File: config.mk
export PLATFORM = sky130hd
export DESIGN_NAME = ysyx_22040088_rf_wb_arbiter
export DESIGN_NICKNAME = d
export VERILOG_FILES = /design/src/rtl/ysyx_22040088_pkg.sv /design/src/rtl/ysyx_22040088_rr_arb2.sv /design/src/rtl/ysyx_22040088_rf_wb_arbiter.sv
export SDC_FILE = /design/constraint.sdc
export NUM_CORES = 1
export LEC_CHECK = 0
export BUFFER_PORTS_ARGS = -buffer_cell sky130_fd_sc_hd__clkbuf_2
export CAP_MARGIN = 30
export CELL_PAD_IN_SITES_DETAIL_PLACEMENT = 1
export CELL_PAD_IN_SITES_GLOBAL_PLACEMENT = 1
export CORE_MARGIN = 3
export CORE_UTILIZATION = 38
export CTS_CLUSTER_SIZE = 20
export DETAILED_ROUTE_END_ITERATION = 6
export MAX_ROUTING_LAYER = met4
export PLACE_DENSITY = 0.84
export SKIP_CTS_REPAIR_TIMING = 1
export SYNTH_ARGS = -nofsm -noshare
export SYNTH_HDL_FRONTEND = slang
export SYNTH_SLANG_ARGS = --single-unit
export TNS_END_PERCENT = 10
File: constraint.sdc
create_clock -name clk -period 6.37 [get_ports clk]
set_clock_uncertainty 0.15 [all_clocks]
set_input_delay 1.274 -clock clk [delete_from_list [all_inputs] [get_ports clk]]
set_output_delay 1.274 -clock clk [all_outputs]
set_load 0.01 [all_outputs]
File: src/rtl/ysyx_22040088_pkg.sv
// rtl/ysyx_22040088_pkg.sv - shared widths and requester identifiers for the writeback arbiter
package ysyx_22040088_pkg;

  localparam int XLEN  = 64;
  localparam int NREG  = 32;
  localparam int REG_W = $clog2(NREG);

  // Requester identity, also used as the round-robin "last granted" pointer
  typedef enum logic {
    REQ_EXU = 1'b0,
    REQ_LSU = 1'b1
  } req_id_e;

endpackage

File: src/rtl/ysyx_22040088_rr_arb2.sv
// rtl/ysyx_22040088_rr_arb2.sv - two-way round-robin arbiter, bit 0 = EXU, bit 1 = LSU
module ysyx_22040088_rr_arb2
  import ysyx_22040088_pkg::*;
(
  input  logic       clk,
  input  logic       rst,
  input  logic [1:0] req,
  output logic [1:0] gnt
);

  req_id_e last_q;
  req_id_e last_d;

  // Grant a lone requester; on a tie grant whoever did not win last time
  always_comb begin
    gnt    = 2'b00;
    last_d = last_q;
    case (req)
      2'b01:   gnt = 2'b01;
      2'b10:   gnt = 2'b10;
      2'b11:   gnt = (last_q == REQ_EXU) ? 2'b10 : 2'b01;
      default: gnt = 2'b00;
    endcase
    if (gnt[0]) begin
      last_d = REQ_EXU;
    end else if (gnt[1]) begin
      last_d = REQ_LSU;
    end
  end

  // Pointer starts at LSU so EXU wins the first tie after reset
  always_ff @(posedge clk or posedge rst) begin
    if (rst) begin
      last_q <= REQ_LSU;
    end else begin
      last_q <= last_d;
    end
  end

endmodule

File: src/rtl/ysyx_22040088_rf_wb_arbiter.sv
// rtl/ysyx_22040088_rf_wb_arbiter.sv - register-file writeback arbiter with busy-bit scoreboard
module ysyx_22040088_rf_wb_arbiter
  import ysyx_22040088_pkg::*;
#(
  parameter int XLEN_P = XLEN,
  parameter int NREG_P = NREG
) (
  input  logic              clk,
  input  logic              rst,
  input  logic              iss_valid,
  input  logic [REG_W-1:0]  iss_rd,
  output logic              iss_ready,
  input  logic [REG_W-1:0]  rs1,
  input  logic [REG_W-1:0]  rs2,
  output logic              rs1_busy,
  output logic              rs2_busy,
  input  logic              exu_valid,
  input  logic [REG_W-1:0]  exu_rd,
  input  logic [XLEN_P-1:0] exu_data,
  output logic              exu_ready,
  input  logic              lsu_valid,
  input  logic [REG_W-1:0]  lsu_rd,
  input  logic [XLEN_P-1:0] lsu_data,
  output logic              lsu_ready,
  input  logic              flush,
  output logic              rf_wen,
  output logic [REG_W-1:0]  rf_waddr,
  output logic [XLEN_P-1:0] rf_wdata,
  output logic [5:0]        pend_cnt
);

  logic [NREG_P-1:0] busy_q, busy_d;
  logic              rf_wen_q, rf_wen_d;
  logic [REG_W-1:0]  rf_waddr_q, rf_waddr_d;
  logic [XLEN_P-1:0] rf_wdata_q, rf_wdata_d;
  logic [5:0]        pend_cnt_q, pend_cnt_d;

  logic [1:0]        arb_req;
  logic [1:0]        arb_gnt;
  logic              iss_fire;
  logic [REG_W-1:0]  wb_rd;
  logic [XLEN_P-1:0] wb_data;

  // Flush suppresses every grant so nothing new reaches the write port
  assign arb_req = {lsu_valid & ~flush, exu_valid & ~flush};

  ysyx_22040088_rr_arb2 u_arb (
    .clk (clk),
    .rst (rst),
    .req (arb_req),
    .gnt (arb_gnt)
  );

  assign exu_ready = arb_gnt[0];
  assign lsu_ready = arb_gnt[1];

  // Issue is blocked while the destination already has a pending writer
  assign iss_ready = ~flush & ((iss_rd == '0) | ~busy_q[iss_rd]);
  assign iss_fire  = iss_valid & iss_ready & (iss_rd != '0);

  // Source lookups see registered state only
  assign rs1_busy = busy_q[rs1];
  assign rs2_busy = busy_q[rs2];

  assign rf_wen   = rf_wen_q;
  assign rf_waddr = rf_waddr_q;
  assign rf_wdata = rf_wdata_q;
  assign pend_cnt = pend_cnt_q;

  // Mux the granted requester onto the write-port inputs
  always_comb begin
    wb_rd   = exu_rd;
    wb_data = exu_data;
    if (arb_gnt[1]) begin
      wb_rd   = lsu_rd;
      wb_data = lsu_data;
    end
  end

  // Write-port register: load on grant, pulse wen only for non-zero rd
  always_comb begin
    rf_wen_d   = 1'b0;
    rf_waddr_d = rf_waddr_q;
    rf_wdata_d = rf_wdata_q;
    if (arb_gnt != 2'b00) begin
      rf_wen_d   = (wb_rd != '0);
      rf_waddr_d = wb_rd;
      rf_wdata_d = wb_data;
    end
  end

  // Scoreboard: clear on the visible write, then set on issue so a same-register set wins
  always_comb begin
    busy_d = busy_q;
    if (rf_wen_q) begin
      busy_d[rf_waddr_q] = 1'b0;
    end
    if (iss_fire) begin
      busy_d[iss_rd] = 1'b1;
    end
    if (flush) begin
      busy_d = '0;
    end
    busy_d[0] = 1'b0;
  end

  // Pending count tracks the next busy vector so it moves in step with the bits
  always_comb begin
    pend_cnt_d = '0;
    for (int i = 0; i < NREG_P; i++) begin
      pend_cnt_d = pend_cnt_d + 6'(busy_d[i]);
    end
  end

  // State registers; reset drops any in-flight write and all pending writers
  always_ff @(posedge clk or posedge rst) begin
    if (rst) begin
      busy_q     <= '0;
      rf_wen_q   <= 1'b0;
      rf_waddr_q <= '0;
      rf_wdata_q <= '0;
      pend_cnt_q <= '0;
    end else begin
      busy_q     <= busy_d;
      rf_wen_q   <= rf_wen_d;
      rf_waddr_q <= rf_waddr_d;
      rf_wdata_q <= rf_wdata_d;
      pend_cnt_q <= pend_cnt_d;
    end
  end

endmodule

### Word level (Yosys, flattened, before mapping)

Index checks and enable logic that the tools add are counted.

| word-level totals | value |
|---|---|
| flip-flop bits (word level) | 108 |
| input bits | 159 |
| output and inout bits | 81 |
| word-level logic and storage cells | 82 |

| operators by class | value |
|---|---|
| add/subtract/negate cells | 30 |
| order comparisons | 6 |
| equal/unequal tests | 3 |
| multiplexer cells | 20 |
| bitwise operators | 11 |
| reduce and logical (&&, ||, !) cells | 6 |

Operators by type and width:

| kind | number |
|---|---|
| $add A6 B1 Y6 | 25 |
| $mux W32 | 3 |
| $mux W64 | 1 |
| $and A32 B32 Y32 | 1 |
| $not A32 Y32 | 1 |
| $or A32 B32 Y32 | 1 |
| $lt A5 B6 Y1 const B | 4 |
| $bmux W1 S5 | 3 |
| $demux W1 S5 | 2 |
| $ge A5 B1 Y1 const B | 2 |
| $reduce_bool A5 Y1 | 2 |
| $mux W1 | 8 |
| $add A5 B1 Y6 | 1 |
| $pmux W2 S3 | 1 |
| $add A4 B1 Y5 | 1 |
| $and A1 B1 Y1 | 5 |
| $logic_not A5 Y1 | 1 |
| $mux W5 | 1 |
| $add A3 B1 Y4 | 1 |
| $eq A2 B2 Y1 const B | 2 |
| $add A2 B1 Y3 | 1 |
| $add A1 B1 Y2 | 1 |
| $eq A2 B1 Y1 const B | 1 |
| $logic_and A1 B1 Y1 | 2 |
| other kinds (4) | 5 |

### Depth between registers and ports, before layout

Gate-level depths: netlist of the first run.

| logic depth | value |
|---|---|
| word-level depth | 40 |
| gate-level depth with buffers | 23 |
| mapped depth without buffers | 21 |

### By module

Synthesis of the first run repeated with hierarchy kept, for this count alone.

| unflattened totals | value |
|---|---|
| cells, all modules | 656 |
| area total of the unflattened synthesis | 6705.2 um2 |

By module, submodules not included:

| module | times used | cells an instance | area an instance (um2) | sequential area each (um2) |
|---|---|---|---|---|
| ysyx_22040088_rf_wb_arbiter | 1 | 649 | 6647.6 | 2677.6 |
| ysyx_22040088_rr_arb2 | 1 | 7 | 57.6 | 26.3 |

### Least setup slack after synthesis of the first run

Ideal clock, no wire load.

| timing | value |
|---|---|
| path type | input-to-reg |
| start | input iss_rd[1] |
| end | register pend_cnt_q[4] (netlist: pend_cnt[4]) |
| setup time | 0.080 ns |
| arrival | 6.586 ns |
| required time | 6.140 ns |
| path slack | -0.446 ns |
| stages on the path | 19 |
| path buffers | 2 |
| path through | buf_6 > mux4_2 > o2111a_2 > buf_6 > o31ai_1 > fa_1 > inv_1 > fa_1 > fa_1 > fa_1 > fa_1 > fa_1 > fa_1 > inv_1 > fa_1 > nand2_1 > nand2_1 > a21oi_1 > xnor2_1 |

| between the ends | value |
|---|---|
| elaborated cells on any way between the ends | 47 |
| classes of those cells | add/sub (30); order compare (2); mux (6); bitwise (6); reduce/logical (3) |

RTL lines:

| element | RTL line | source |
|---|---|---|
| from (decl) | ysyx_22040088_rf_wb_arbiter.sv:11 | `input logic [REG_W-1:0] iss_rd,` |
| $bmux W1 S5 | ysyx_22040088_rf_wb_arbiter.sv:58 | `assign iss_ready = ~flush & ((iss_rd == '0) \| ~busy_q[iss_rd]);` |
| $mux W1 (implied by the code) | ysyx_22040088_rf_wb_arbiter.sv:58 |  |
| $not A1 Y1 | ysyx_22040088_rf_wb_arbiter.sv:58 |  |
| $or A1 B1 Y1 | ysyx_22040088_rf_wb_arbiter.sv:58 |  |
| $and A1 B1 Y1 | ysyx_22040088_rf_wb_arbiter.sv:58 |  |
| $and A1 B1 Y1 (2 in a row) | ysyx_22040088_rf_wb_arbiter.sv:59 | `assign iss_fire = iss_valid & iss_ready & (iss_rd != '0);` |
| $mux W32 * | ysyx_22040088_rf_wb_arbiter.sv:98 | `if (iss_fire) begin` |
| $mux W32 * | ysyx_22040088_rf_wb_arbiter.sv:101 | `if (flush) begin` |
| net busy_d[4] | ysyx_22040088_rf_wb_arbiter.sv:32 | `logic [NREG_P-1:0] busy_q, busy_d;` |
| $add A3 B1 Y4 * | ysyx_22040088_rf_wb_arbiter.sv:111 | `pend_cnt_d = pend_cnt_d + 6'(busy_d[i]);` |
| $add A4 B1 Y5 * | ysyx_22040088_rf_wb_arbiter.sv:111 |  |
| $add A5 B1 Y6 * | ysyx_22040088_rf_wb_arbiter.sv:111 |  |
| $add A6 B1 Y6 * (25 in a row) | ysyx_22040088_rf_wb_arbiter.sv:111 |  |
| net pend_cnt_d[4] | ysyx_22040088_rf_wb_arbiter.sv:36 | `logic [5:0] pend_cnt_q, pend_cnt_d;` |
| to (signal assigned) | ysyx_22040088_rf_wb_arbiter.sv:128 | `pend_cnt_q <= pend_cnt_d;` |
| to (decl) | ysyx_22040088_rf_wb_arbiter.sv:36 |  |

Mark *: on every way through the listed nets, which the timed path passes. The rest lies on a longest branch. The select of a mux whose other input is x is not followed.
A chain may end at the register's enable or synchronous reset.

### Worst setup path in the final report of the first run

| timing | value |
|---|---|
| start | input iss_rd[0] |
| end | register pend_cnt_q[4] (netlist: pend_cnt[4]) |

| between the ends | value |
|---|---|
| elaborated cells on any way between the ends | 47 |
| classes of those cells | add/sub (30); order compare (2); mux (6); bitwise (6); reduce/logical (3) |

RTL lines:

| element | RTL line |
|---|---|
| $bmux W1 S5 | ysyx_22040088_rf_wb_arbiter.sv:58 |
| $mux W1 (implied by the code) | ysyx_22040088_rf_wb_arbiter.sv:58 |
| $not A1 Y1 | ysyx_22040088_rf_wb_arbiter.sv:58 |
| $or A1 B1 Y1 | ysyx_22040088_rf_wb_arbiter.sv:58 |
| $and A1 B1 Y1 | ysyx_22040088_rf_wb_arbiter.sv:58 |
| $and A1 B1 Y1 (2 in a row) | ysyx_22040088_rf_wb_arbiter.sv:59 |
| $mux W32 * | ysyx_22040088_rf_wb_arbiter.sv:98 |
| $mux W32 * | ysyx_22040088_rf_wb_arbiter.sv:101 |
| net busy_d[10] | ysyx_22040088_rf_wb_arbiter.sv:32 |
| $add A6 B1 Y6 * (22 in a row) | ysyx_22040088_rf_wb_arbiter.sv:111 |
| net pend_cnt_d[4] | ysyx_22040088_rf_wb_arbiter.sv:36 |

Marks and branches as above.

==> key figures, run 1 <==
Floorplan
  – Row cnt: 47
  – Core ar.: 16900 um2
  – Num ports: 240
  – Initial core utilization: between 30 and 40%
  – Die area: 19300 um2
  – Die Y: 139 um
  – Die outline width: 139 um

Pwr
  – Power density over cell area: 205 nW/um2
  – Worst vdd ir: 130 uV
  – Static Leakage: 4.29 nW
  – Final Power: 1.80 mW

CTS
  – TritonCTS clock tree: yes
  – Reg clk slew, reported paths: 0.07 ns
  – Clk sinks: 108
  – Clock Path Buffers: 2
  – Num CTS Buffers: 9
  – Later-pin clock latency in the skew report: between 0.3 and 0.4 ns
  – H-tree depth: 3
  – Root buffer cell: clkbuf_16

Worst setup path
  – Reg2reg path depth: 18
  – Reg-to-reg slack, setup: 0.38 ns
  – CP peak stage delay: 0.59 ns
  – CP arrival: 6.68 ns
  – CP required: 6.49 ns
  – Setup CP Type: primary input to flip-flop
  – Maximum fanout along the worst path: 3
  – Startpoint Class: primary input
  – Delay-heaviest family, CP: adder cells
  – Crit path buf inv count: 4
  – CP cell instances: buf_6 > mux4_2 > or4_4 > o21ai_2 > buf_4 > fa_1 > inv_2 > fa_1 > fa_2 > fa_1 > fa_1 > fa_1 > fa_2 > inv_1 > fa_2 > nand2_1 > nand2_1 > a21oi_2 > xnor2_1
  – Slowest-stage cell, CP: or4_4
  – Most used cell, CP: fa_1
  – Worst R2R Start: busy_q[11]
  – Reg2reg end: pend_cnt[4]
  – CP Capture Type: flip-flop

Placement
  – Post-DP HPWL: 19300 um
  – Placed Area: between 8000 and 9000 um2
  – Dpl ws: -0.711 ns
  – Inst Count DP: 1130
  – Routability congestion estimate: 0.981
  – Port bufs: roughly 240

Cells and area
  – Fill cell count: 1999
  – # diodes: 0
  – Final #Nets: between 1000 and 1500
  – Share of cells above drive strength 1: 39.3%
  – Area grow syn2layout: 31.1%
  – Area of the multi-input gates: 3690 um2
  – Core Util, Final: 51.9%
  – Design area: 8790 um2
  – Fin cells: 1149
  – Storage element area: around 2700 um2

Global route
  – Tot GR Track Use: between 20% and 30%
  – Overflow after GRT: 0
  – Global-route wire length before repair: about 37000 um
  – Initial antenna violation count: 0
  – Vias in the first global route: a little under 7000
  – Largest net degree at the start of global routing: 88

STA
  – Slew Limit Fails: 0
  – Final WS setup: -0.196 ns
  – Fin Hold WS: approximately 0.33 ns
  – Post-route minimum period: 6.57 ns
  – Period Utilization, post-route: 103%
  – Final hold violation count: 0
  – Worst relative slew slack: between 50 and 60%
  – RSZ-0062 raised after global routing: yes
  – Slew at the pin closest to its max-slew limit: 0.736 ns
  – Final setup fails: 5
  – FMAX: 0.152 GHz
  – Setup TNS: -0.669 ns

Yosys
  – Synth Cell Area: around 6700 um2
  – Syn nets: 846
  – Post-synth cell types: 55
  – Sequential share of the synthesized area: 40.3%
  – Flops & latches, synth: between 100 and 150
  – Mapped Cells: 657
  – Largest area contributor in the netlist: dfrtp_1
  – Asr flop ratio synth: 100%
  – Yosys warning total: 0
  – Synth Flop Type: dfrtp_1
  – Most instantiated library cell after synthesis: dfrtp_1
  – Post-synth top cells: 107 x dfrtp_1, 94 x o21ai_0, 93 x nand2_1
  – EDFF count, synth: 0
  – Top cell type's share of synthesized area: 39.9%
  – Synth area leaders: dfrtp_1 40%, mux2i_1 11%, o21ai_0 7.0%
  – Synth Area per Inst: 10.2 um2

Route
  – Met1 Wirelength: 8660 um
  – Drt pass-1 iters: 4
  – Initial DRC Count: 256
  – DR vias: 6289
  – Drt drc: 0
  – Post-route ant nets: 0
  – Final wirelength: 23500 um
  – Met3 wire length: 1320 um
  – Highest metal used: met4
  – WL per Instance: 20.5 um
  – Vias per cell: about 5.5
  – Met2 wire len: 12400 um

Min path
  – Hold WC Path Type: flip-flop to flip-flop
  – Worst Hold End: rf_wdata[62]
  – Min-delay src: rf_wdata[62]
  – Hold path depth: 2

Outcome
  – Status: finished with violations
  – Failing checks: setup timing

Run
  – Max-cap viol count: 0
## layer usage
layer  vias up  GRT usage [%]
li1       2862              -
met1      3112           27.6
met2       252           44.1
met3        63           4.41
met4         0           11.7
met5         -              -
## layout make-up
type	count	area share, %
Clock buffer	10	2.61
Clock inverter	6	0.812
Inverter	34	1.50
Multi-Input combinational cell	468	42.0
Sequential cell	108	30.8
Tap cell	220	3.13
Timing Repair Buffer	303	19.2
## logic make-up (layout without fill, tap and decap cells)
| kind of cell | Yosys count | after routing | synth area share (%) |
|---|---|---|---|
| xor gates and xnor gates | 2 | 2 | 0.261 |
| muxes | 99 | 99 | 18.3 |
| DFF | 108 | 108 | 40.3 |
| and+or+nand+nor | 181 | 181 | 13.7 |
| AOI/OAI and AO/OA | 156 | 156 | 14.0 |
| adders and majority gates | 30 | 30 | 8.17 |
| buffers and inverters | 81 | 353 | 5.15 |
## how the worst max path moves through the flow
| stage | start | end | slack, ns | depth (start not counted) |
|---|---|---|---|---|
| 6_report | iss_rd[0] | pend_cnt[4] | -0.20 | 19 |
| 5_1_grt | iss_rd[1] | pend_cnt[4] | -0.34 | 21 |
| 4_1_cts | iss_rd[1] | pend_cnt[3] | -0.38 | 18 |
| 3_5_place_dp | iss_rd[1] | pend_cnt[3] | -0.71 | 18 |
| 3_3_place_gp | iss_rd[1] | pend_cnt[4] | -0.56 | 19 |
| 2_1_floorplan | iss_rd[1] | pend_cnt[4] | -0.28 | 20 |
## placed cells by master, fill, tap and decap left out, types with 6 or more instances in the layout
cell and instances:
o31ai_1 7, o21a_1 13, buf_4 64, inv_1 30
nand2b_1 9, nand3_1 21, clkbuf_2 237, o21ai_1 7
fa_1 20, clkbuf_16 9, nor3b_1 6, mux2i_1 77
nor2_1 10, dfrtp_1 107, o211ai_1 17, mux4_2 18
o21ai_0 86, nand3b_1 12, ha_1 7, nor3_1 6
nand2_1 93
## worst min-delay path: cells and delay by family, from the launching register on
| family | cells | cell delay (ns) |
|---|---|---|
| AO/OA/AOI/OAI | 1 | 0.06 |
| flip-flops | 1 | 0.34 |
| AND/OR/NAND/NOR | 1 | 0.04 |
## registers in the layout (all words and copies together) (netlist names)
signal        count
rf_waddr          5
rf_wdata         64
u_arb.last_q      1
busy_q           31
pend_cnt          6
rf_wen            1
## power breakdown
| group | internal, mW | total, mW | switching, mW |
|---|---|---|---|
| logic | 0.178 | 0.418 | 0.240 |
| registers | 0.753 | 0.803 | 0.0504 |
| clock network | 0.311 | 0.581 | 0.270 |
| total | 1.24 | 1.80 | 0.561 |
(Power assumes the default switching activity.)
==> run 2: changes to the inputs <==
CELL_PAD_IN_SITES_DETAIL_PLACEMENT = not set   (was 1)
CELL_PAD_IN_SITES_GLOBAL_PLACEMENT = not set   (was 1)
CORE_UTILIZATION = 51   (was 38)
PLACE_DENSITY = 0.85   (was 0.84)
==> run 2 against run 1 <==
The run still ends with setup timing left. Worst hold slack better by 0.0026 ns. Maximum frequency grew 1.3%. Critical path depth grew 1. Final area shrank 0.90%. Largest power group unchanged.
==> key figures, run 2 (synthesized netlist as in run 1, its figures left out) <==
Pwr
  – Comb power frac: 22.7% (-0.5 points)
  – Net Switching: 0.541 mW (-3.6%)
  – Power density over cell area: 204 nW/um2 (-0.42%)
  – Switching part of the total: 30.4% (-0.72 points)
  – Clock power frac: 32.2% (about the same)
  – Final Power: 1.78 mW (-1.3%)
  – Reg power frac: 45.1% (+0.5 points)
  – Static Leakage: 4.27 nW (-0.57%)
  – Worst vdd ir: 155 uV (+20%)
  – Cell internal pwr: 1.24 mW (-0.28%)

CTS
  – TritonCTS clock tree: yes
  – Clk sinks: 108 (unchanged)
  – Reg clk slew, reported paths: 0.07 ns (about the same)
  – Clock Path Buffers: 2 (unchanged)
  – Num CTS Buffers: 9 (unchanged)
  – Later-pin clock latency in the skew report: 0.35 ns (about the same)
  – H-tree depth: 3 (unchanged)
  – Root buffer cell: clkbuf_16

Worst setup path
  – Reg-to-reg slack, setup: 0.47 ns (+0.09 ns)
  – Reg2reg path depth: 19 (+1)
  – Startpoint Class: primary input
  – CP arrival: 6.62 ns (-0.06 ns)
  – Worst R2R Start: rf_waddr[3]
  – CP required: 6.50 ns (about the same)
  – CP Capture Type: flip-flop
  – Maximum fanout along the worst path: 11 (+8)
  – Setup CP Type: primary input to flip-flop
  – Reg2reg end: pend_cnt[3]

Cells and area
  – Area of the multi-input gates: 3720 um2 (+0.85%)
  – Design area: 8710 um2 (-0.90%)
  – Share of cells above drive strength 1: 38.7% (-0.59 points)
  – Fill cell count: 1039 (-48%)
  – Area grow syn2layout: 29.9%
  – Storage element area: 2700 um2 (unchanged)
  – Max reg flops: 64 (unchanged)
  – Most frequent cells in the layout: 238 x clkbuf_2, 107 x dfrtp_1, 93 x nand2_1
  – Most common cell after layout, fill and taps aside: clkbuf_2
  – # diodes: 0 (unchanged)
  – Final #Nets: 1105 (-0.72%)

STA
  – Post-route minimum period: 6.48 ns (-0.0831 ns)
  – Slew Limit Fails: 0 (unchanged)
  – RSZ-0062 raised after global routing: yes
  – Slew at the pin closest to its max-slew limit: 0.900 ns (+0.164 ns)
  – Final hold violation count: 0 (unchanged)
  – FMAX: 0.154 GHz (+1.3%)
  – Final WS setup: -0.113 ns (+0.0831 ns)
  – Final setup fails: 4 (-1)
  – Worst relative slew slack: 40.0% (-11 points)
  – Period Utilization, post-route: 102% (-1.3 points)

Global route
  – Global-route wire length before repair: 31400 um (-16%)
  – Largest net degree at the start of global routing: 114 (+30%)
  – Vias in the first global route: 6047 (-12%)
  – Initial antenna violation count: 0 (unchanged)
  – Overflow after GRT: 0 (unchanged)
  – Tot GR Track Use: 28.9% (+3.8 points)

Placement
  – Post-DP HPWL: 16200 um (-16%)
  – Port bufs: 239 (unchanged)
  – Placed Area: 8320 um2 (-1.5%)
  – Routability congestion estimate: 0.950 (-3.2%)

Route
  – WL per Instance: 18.5 um (-9.6%)
  – Drt drc: 0 (unchanged)
  – DR vias: 6087 (-3.2%)
  – Final wirelength: 20200 um (-14%)
  – Post-route ant nets: 0 (unchanged)
  – Drt pass-1 iters: 5 (+1)
  – Initial DRC Count: 451 (+76%)
  – Vias per cell: 5.57 (+1.8%)

Min path
  – Hold path depth: 2 (unchanged)
  – Worst Hold End: rf_wdata[1]
  – Min-delay src: rf_wdata[1]
  – Hold WC Path Type: flip-flop to flip-flop

Floorplan
  – Die area: 14600 um2 (-24%)
  – Die outline width: 121 um (-13%)
  – Core ar.: 12700 um2 (-25%)
  – Die Y: 121 um (-13%)
  – Row cnt: 41 (-13%)
  – Num ports: 240 (unchanged)
  – Initial core utilization: 52.7% (+13 points)

Outcome
  – Failing checks: setup timing
  – Status: finished with violations

Run
  – Max-cap viol count: 0 (unchanged)
## run 2: layout make-up
class	instances	area share, %
multi-input combinational	468	42.7
sequential	108	31.0
timing repair buffer	295	18.9
clock buffer	10	2.63
tap	172	2.47
inverter	34	1.51
clock inverter	5	0.776
## run 2: critical path, cell delays in order
cell and delay [ns]:
clkbuf_2 0.10, buf_4 0.17, or4b_1 0.52, buf_4 0.20
o31a_1 0.32, fa_1 0.49, inv_1 0.05, fa_1 0.48
inv_1 0.05, fa_1 0.48, fa_1 0.54, fa_1 0.43
fa_1 0.51, fa_2 0.20, inv_1 0.05, fa_2 0.33
nand2_1 0.08, nand2_1 0.07, a21oi_2 0.14, xnor2_1 0.12
## run 2: metal layers
metal  GRT usage, %  up-vias  share of wire (%)
met5              -        -                  0
met2           48.2      283                 51
met4           11.3        0                4.1
met3           5.29       47                5.6
li1               -     2858                  -
met1           35.0     2899                 39
## run 2: metrics by stage
step	std cells	hold slack, ns	setup TNS (ns)	utilization [%]	worst slack (ns)
floorplan	657	0.320	-1.02	-	-0.278
global placement	1072	0.312	-2.51	65.4	-0.547
detailed placement	1072	0.320	-3.34	65.4	-0.743
CTS	1087	0.336	-1.47	67.7	-0.413
global route	1092	0.359	-1.14	68.5	-0.334
finish	1092	0.333	-0.266	68.5	-0.113
## run 2: how the worst max path moves through the flow
stage,from,endpoint,cells past startpoint
global placement,iss_rd[1],pend_cnt[4],21
detailed placement,iss_rd[1],pend_cnt[3],22
CTS,iss_rd[1],pend_cnt[3],22
floorplan,iss_rd[1],pend_cnt[4],20
finish,iss_rd[0],pend_cnt[4],20
global route,iss_rd[1],pend_cnt[4],19
## run 2: power by group through the flow
stage	logic [mW]	clock network (mW)	registers, mW
5_1_grt	0.443	0.606	0.811
2_1_floorplan	0.184	0	0.833
3_5_place_dp	0.404	0	0.812
4_1_cts	0.403	0.582	0.801
3_3_place_gp	0.395	0	0.810
6_report	0.404	0.573	0.801
